[src/rtl/bram_qr_arbiter_pkg.sv]
// bram_qr_arbiter_pkg: shared widths, defaults and reader IDs for the query BRAM arbiter
package bram_qr_arbiter_pkg;
    localparam int RD_ID_W = 1;
    localparam logic [RD_ID_W-1:0] RD0_ID = 1'b0;
    localparam logic [RD_ID_W-1:0] RD1_ID = 1'b1;
    localparam int QR_ADDR_WIDTH = 4;
    localparam int QR_DATA_WIDTH = 8;
    localparam int QR_WR_BURST_MAX = 4;
endpackage

[src/rtl/bram_qr_arbiter_rr_arb2.sv]
// rr_arb2: two-input round-robin arbiter remembering the last served reader
module rr_arb2
    import bram_qr_arbiter_pkg::*;
(
    input  logic       clk,
    input  logic       rst,
    input  logic       i_en,
    input  logic [1:0] i_req,
    output logic [1:0] o_gnt
);
    logic [RD_ID_W-1:0] r_last;

    // grant a lone requester directly; on contention grant the one not served last
    always_comb o_gnt = !i_en ? 2'b00 : (&i_req) ? ((r_last == RD0_ID) ? 2'b10 : 2'b01) : i_req;

    // reset to reader 1 so reader 0 wins the first contended grant
    always_ff @(posedge clk or posedge rst)
        if (rst) r_last <= RD1_ID;
        else if (|o_gnt) r_last <= o_gnt[1] ? RD1_ID : RD0_ID;
endmodule

[src/rtl/bram_qr_arbiter.sv]
// bram_qr_arbiter: shares one single-port BRAM between a writer and two round-robin readers
module bram_qr_arbiter
    import bram_qr_arbiter_pkg::*;
#(
    parameter int ADDR_WIDTH   = QR_ADDR_WIDTH,
    parameter int DATA_WIDTH   = QR_DATA_WIDTH,
    parameter int WR_BURST_MAX = QR_WR_BURST_MAX
) (
    input  logic                  clk,
    input  logic                  rst,
    input  logic                  i_wr_valid,
    output logic                  o_wr_ready,
    input  logic [ADDR_WIDTH-1:0] i_wr_addr,
    input  logic [DATA_WIDTH-1:0] i_wr_data,
    input  logic                  i_rd0_valid,
    output logic                  o_rd0_ready,
    input  logic [ADDR_WIDTH-1:0] i_rd0_addr,
    input  logic                  i_rd1_valid,
    output logic                  o_rd1_ready,
    input  logic [ADDR_WIDTH-1:0] i_rd1_addr,
    output logic                  o_rsp_valid,
    output logic [RD_ID_W-1:0]    o_rsp_id,
    output logic [DATA_WIDTH-1:0] o_rsp_data,
    output logic [ADDR_WIDTH-1:0] o_bram_addr,
    output logic                  o_bram_write_en,
    output logic [DATA_WIDTH-1:0] o_bram_data_in,
    input  logic [DATA_WIDTH-1:0] i_bram_data_out
);
    localparam logic [7:0] LP_MAX = 8'(WR_BURST_MAX);

    logic [7:0] r_streak;
    logic       w_any_rd;
    logic       w_wr_gnt;
    logic [1:0] w_rd_gnt;

    // writes win unless a reader has already waited out a full write burst
    always_comb begin
        w_any_rd = i_rd0_valid | i_rd1_valid;
        w_wr_gnt = !rst & i_wr_valid & !(w_any_rd & (r_streak == LP_MAX));
    end

    rr_arb2 u_rr (
        .clk   (clk),
        .rst   (rst),
        .i_en  (!rst & !w_wr_gnt),
        .i_req ({i_rd1_valid, i_rd0_valid}),
        .o_gnt (w_rd_gnt)
    );

    // route the granted requester onto the BRAM port
    always_comb begin
        o_wr_ready      = w_wr_gnt;
        o_rd0_ready     = w_rd_gnt[0];
        o_rd1_ready     = w_rd_gnt[1];
        o_bram_write_en = w_wr_gnt;
        o_bram_data_in  = i_wr_data;
        o_bram_addr     = w_rd_gnt[0] ? i_rd0_addr : w_rd_gnt[1] ? i_rd1_addr : i_wr_addr;
        o_rsp_data      = i_bram_data_out;
    end

    // count writes granted over a waiting reader; anything else restarts the count
    always_ff @(posedge clk or posedge rst)
        if (rst) r_streak <= '0;
        else r_streak <= (w_wr_gnt & w_any_rd) ? r_streak + 8'd1 : 8'd0;

    // tag the BRAM output one cycle after a read grant
    always_ff @(posedge clk or posedge rst)
        if (rst) begin
            o_rsp_valid <= 1'b0;
            o_rsp_id    <= RD0_ID;
        end else begin
            o_rsp_valid <= |w_rd_gnt;
            o_rsp_id    <= w_rd_gnt[1] ? RD1_ID : RD0_ID;
        end
endmodule

[config.mk]
export PLATFORM = sky130hd
export DESIGN_NAME = bram_qr_arbiter
export DESIGN_NICKNAME = d
export VERILOG_FILES = /design/src/rtl/bram_qr_arbiter_pkg.sv /design/src/rtl/bram_qr_arbiter_rr_arb2.sv /design/src/rtl/bram_qr_arbiter.sv
export SDC_FILE = /design/constraint.sdc
export NUM_CORES = 1
export LEC_CHECK = 0
export BUFFER_PORTS_ARGS = -buffer_cell sky130_fd_sc_hd__buf_2
export CAP_MARGIN = 20
export CORE_ASPECT_RATIO = 1.25
export CORE_UTILIZATION = 39
export CTS_BUF_LIST = sky130_fd_sc_hd__clkbuf_8 sky130_fd_sc_hd__clkbuf_16
export DETAILED_ROUTE_END_ITERATION = 16
export PLACE_DENSITY = 0.83
export SETUP_SLACK_MARGIN = 0.1
export SYNTH_ARGS = -nofsm -noshare
export SYNTH_HDL_FRONTEND = slang
export SYNTH_SLANG_ARGS = --single-unit
[constraint.sdc]
create_clock -name clk -period 2.91 [get_ports clk]
set_input_delay 0.291 -clock clk [delete_from_list [all_inputs] [get_ports clk]]
set_output_delay 0.291 -clock clk [all_outputs]
set_load 0.1 [all_outputs]
== Word level (Yosys, flattened, before mapping) ==
Index checks and enable logic that the tools add are counted.

* Register bits after elaboration: 11
* Input port bits: 33
* Output and inout port bits: 26
* Word-level logic and storage cells: 24

* Add/subtract/negate cells: 1
* Equal/unequal tests: 1
* Muxes and demuxes: 7
* Bitwise gates (word level): 6
* Reductions and logical operators: 5

{| class="wikitable"
|+ Operators by type and width
! kind !! number
|-
| adder 8 x 1 -> 8 bit, second input constant || 1
|-
| == test 8 x 3 -> 1 bit, second input constant || 1
|-
| 2-to-1 mux 4 bit || 2
|-
| 2-to-1 mux 8 bit || 1
|-
| 2-to-1 mux 2 bit || 3
|-
| bitwise AND 1 bit || 5
|-
| zero test 1 bit || 3
|-
| AND reduction 2 bit || 1
|-
| OR reduction 2 bit || 1
|-
| 2-to-1 mux 1 bit || 1
|-
| bitwise OR 1 bit || 1
|}

== Logic depth before layout (Yosys ltp) ==
* Word-level depth: 9
* Mapped depth: 7

== By module ==
A second synthesis with hierarchy kept.

* Cells, all modules: 88
* Area total of the unflattened synthesis: 757.0 µm²

{| class="wikitable"
|+ By module, submodules not included
! module !! times used !! cells each !! area each (µm²) !! seq. area each (µm²)
|-
| bram_qr_arbiter || 1 || 79 || 690.7 || 250.2
|-
| rr_arb2 || 1 || 9 || 66.3 || 26.3
|}

== Worst setup path after synthesis ==
No wires, ideal clock.

* Path type: reg2reg
* Start: reg r_streak[0]
* End: reg o_rsp_id
* Arrival time: 3.727 ns
* Required time: 2.563 ns
* Setup slack: -1.164 ns
* Stages on the path, launching flop included: 7
* Buffers on the path: 1
* Clock period less this slack: 4.074 ns
* Cell sequence: dfrtp_1 -> inv_1 -> ha_1 -> or4b_1 -> o31a_1 -> clkbuf_1 -> nor3_1

* Longest elaborated chain between the ends: 8

{| class="wikitable"
|+ Ends and longest elaborated chain
! item !! RTL line !! RTL
|-
| start, declared || bram_qr_arbiter.sv:31 || <nowiki>logic [7:0] r_streak;</nowiki>
|-
| start signal, assigned || bram_qr_arbiter.sv:64 || <nowiki>else r_streak <= (w_wr_gnt & w_any_rd) ? r_streak + 8'd1 : 8'd0;</nowiki>
|-
| == test 8 x 3 -> 1 bit || bram_qr_arbiter.sv:39 || <nowiki>w_wr_gnt = !rst & i_wr_valid & !(w_any_rd & (r_streak == LP_MAX));</nowiki>
|-
| bitwise AND 1 bit || bram_qr_arbiter.sv:39 ||
|-
| zero test 1 bit || bram_qr_arbiter.sv:39 ||
|-
| bitwise AND 1 bit || bram_qr_arbiter.sv:39 ||
|-
| zero test 1 bit || bram_qr_arbiter.sv:45 || <nowiki>.i_en (!rst & !w_wr_gnt),</nowiki>
|-
| bitwise AND 1 bit || bram_qr_arbiter.sv:45 ||
|-
| 2-to-1 mux 2 bit || bram_qr_arbiter_rr_arb2.sv:14 || <nowiki>always_comb o_gnt = !i_en ? 2'b00 : (&i_req) ? ((r_last == RD0_ID) ? 2'b10 : 2'b01) : i_req;</nowiki>
|-
| net o_rd1_ready || bram_qr_arbiter.sv:19 || <nowiki>output logic o_rd1_ready,</nowiki>
|-
| 2-to-1 mux 1 bit || bram_qr_arbiter.sv:73 || <nowiki>o_rsp_id <= w_rd_gnt[1] ? RD1_ID : RD0_ID;</nowiki>
|-
| end signal, assigned || bram_qr_arbiter.sv:73 ||
|-
| end, declared || bram_qr_arbiter.sv:22 || <nowiki>output logic [RD_ID_W-1:0] o_rsp_id,</nowiki>
|}

The timed path passes the listed nets, and every way through them passes these cells.
A chain may end at the register's enable or synchronous reset.

== Worst setup path after layout ==
* Start: reg r_streak[0]
* End: out o_bram_addr[1]

* Longest elaborated chain between the ends: 9

{| class="wikitable"
|+ Ends and longest elaborated chain
! item !! RTL line !! RTL
|-
| == test 8 x 3 -> 1 bit (*) || bram_qr_arbiter.sv:39 ||
|-
| bitwise AND 1 bit (*) || bram_qr_arbiter.sv:39 ||
|-
| zero test 1 bit (*) || bram_qr_arbiter.sv:39 ||
|-
| bitwise AND 1 bit (*) || bram_qr_arbiter.sv:39 ||
|-
| zero test 1 bit (*) || bram_qr_arbiter.sv:45 ||
|-
| bitwise AND 1 bit (*) || bram_qr_arbiter.sv:45 ||
|-
| 2-to-1 mux 2 bit (*) || bram_qr_arbiter_rr_arb2.sv:14 ||
|-
| 2-to-1 mux 4 bit || bram_qr_arbiter.sv:57 || <nowiki>o_bram_addr = w_rd_gnt[0] ? i_rd0_addr : w_rd_gnt[1] ? i_rd1_addr : i_wr_addr;</nowiki>
|-
| 2-to-1 mux 4 bit (*) || bram_qr_arbiter.sv:57 ||
|-
| end, declared || bram_qr_arbiter.sv:24 || <nowiki>output logic [ADDR_WIDTH-1:0] o_bram_addr,</nowiki>
|}

Mark *: on every way between the ends. The rest lies on a longest branch, timed or not.

==> results.cfg <==
[sta]
tns_ns = 0
hold_viol_final = 0
fin_skew_ns = 0.000970
finalSetupViolations = 0
fin_crit_sh_pct = 97.4
fmax_mhz = 353
maxSlewHeadroom_pct = 67.7
fin_crit_ns = 2.83
setup_ws_ns = 0.0756
timing_worst_slew_pin_value_ns = 0.489
maxSlewViolCount = 0
rsz0062_at_grt = yes
holdWs_ns = 0.164

[placed_design]
placed_cell_area_um2 = 996
gp_congestion = 0.825
dpl_worst_slack_ns = 0.162
io_buffer_count = 26
place_inst = 120
hpwl_um = 1270

[global_route]
grt_usage_pct = 17.6
grt_pass1_vias = 699
overflow = 0
antenna_found_initial = 0
grt_pass1_wl_um = 2920
grt_max_degree = 14

[yosys]
ys_top_cells_by_count = 17 x buf_4, 11 x nor2_1, 10 x dfrtp_1
yosys-top-cells-area = dfrtp_1 31%, buf_4 16%, or4b_1 6.3%
synth_edf_count = 0
async_reset_ff_share_pct = 100
synth_fp_nets = 127
synth.ff_latch_count = 11
syn_area_per_cell_um2 = 8.64
synth_cell_types = 20
ys.flop_type = dfrtp_1
synth.top_cell.area_share_pct = 31.5
synth_most_common_cell = buf_4
postSynthCellCount = 92
seq_area_frac_synth_pct = 34.8
synth_area_um2 = 795
synth_top_area_cell = dfrtp_1
synth_warnings = 0

[floorplanning]
start_util_pct = 43.4
num_rows = 17
die_height_um = 52.5
dieWidth_um = 42.4
io_pins = 59
dieArea_mm2 = 0.00222
core_area_mm2 = 0.00183

[power]
p_per_area_mw_per_mm2 = 460
p_leak_nw = 0.511
finalPower_uw = 499
vdd_drop_max_mv = 0.288

[worst_setup_path]
endpoint_kind = output pin
worstPathRequired_ns = 2.62
cp_max_fo = 8
criticalPathCategory = flop to output pin
startpoint_type = flop
cp.arrival_ns = 2.54

[run_status]
outcome = complete, no violations

[worst_hold_path]
min_path_type = primary input to asynchronous set/reset pin

[layout]
fin_cells = 128
final_util_pct = 59.2
area_growth_pct = 36.4
design_area_mm2 = 0.00108
fin_nets = 145
drive_gt1_share_pct = 45.9
n_antenna_cell = 0

[route]
ant_nets = 0
route.detailed.drc = 0
drt_iter0_drc = 11
routed_wl_um = 1710
post_drt_wl_per_cell_um = 13.4
vias_per_cell = 5.38
via_count = 688
dr.pass1.iters = 4

[clock_network]
cts_sinks = 11
clockRootBuffer = clkbuf_8
worst_skew_pair.late_latency_ns = 0.24
holdBufCountCts = 0
htreeDepth = 1
max-clock-path-buffers = 2
cts_tree = yes
clkTransAtPathRegs_ns = 0.05
numCtsBuffers = 3

[job]
max_cap_violations = 0
registers in the layout, summed over array words and instances (netlist names):
name / flops
o_rsp_valid: 1
u_rr.r_last: 1
o_rsp_id: 1
r_streak: 8
final timing paths:
kind,to,from,slack (ns),cells past startpoint
worst min-delay path,r_streak[6]$_DFF_PP0_,rst,0.16,3
worst min register to register,r_streak[7]$_DFF_PP0_,r_streak[7]$_DFF_PP0_,0.54,2
worst max register to register,r_streak[6]$_DFF_PP0_,r_streak[0]$_DFF_PP0_,0.92,7
max in group asynchronous,u_rr.r_last$_DFFE_PP1P_,rst,2.52,3
min in group clk,u_rr.r_last$_DFFE_PP1P_,i_rd1_valid,0.39,3
worst max-delay path,o_bram_addr[1],r_streak[0]$_DFF_PP0_,0.08,7
layout by cell type, fill, tap and decap left out:
cell	instances
nor2_1	10
inv_1	6
o31a_4	1
clkbuf_8	3
xnor2_1	1
nand2_1	2
a31oi_4	4
ha_1	2
and3_1	2
or3_1	1
nor3_1	5
buf_4	7
nor3_4	1
dfrtp_1	10
buf_2	21
xor2_1	5
nor2_2	1
a31oi_1	1
nand2b_1	3
buf_12	5
dfstp_2	1
nand3_1	6
or4b_4	5
o31ai_1	5
or3b_2	1
report_power, final:
part	switching, mW	total (mW)	internal (mW)
logic	0.122	0.185	0.0629
registers	0.00358	0.166	0.162
clock network	0.0555	0.148	0.0924
layout make-up:
cell class	instances	area (um^2)
clock buffers	3	41.3
clock inverters	1	3.75
fillers	153	746
inverters	5	18.8
multi-input cells	56	462
flip-flops and latches	11	277
well taps	19	23.8
repair buffers	33	258
routing by layer:
layer	vias to the layer above	track usage, %	wire (um)
met5	-	0	0
met4	0	9.38	29
met3	3	5.52	143
met2	28	33.8	910
met1	324	16.2	627
li1	333	-	-
cells by family (layout without fill, tap and decap cells):
logic type,count (synthesis),after routing,synth area share [%]
AOI/OAI and AO/OA,11,11,9.76
xor gates and xnor gates,6,6,6.61
adders and majority gates,2,2,3.15
buffers and inverters,25,42,19.8
DFF,11,11,34.8
and+or+nand+nor,37,37,25.8
worst max-delay path: stages (launching register included):
cell     delay, ns
dfrtp_1       0.37
inv_1         0.06
ha_1          0.13
or4b_4        0.46
o31a_4        0.33
or4b_4        0.54
a31oi_4       0.22
buf_12        0.19
repair_timing:
item | 4_1_cts | 5_1_grt
resized for setup | 3 | 0
setup endpoints to repair | 5 | 5
buffers inserted | 4 | 0
pin swaps | 1 | 2
(Power assumes the default switching activity.)
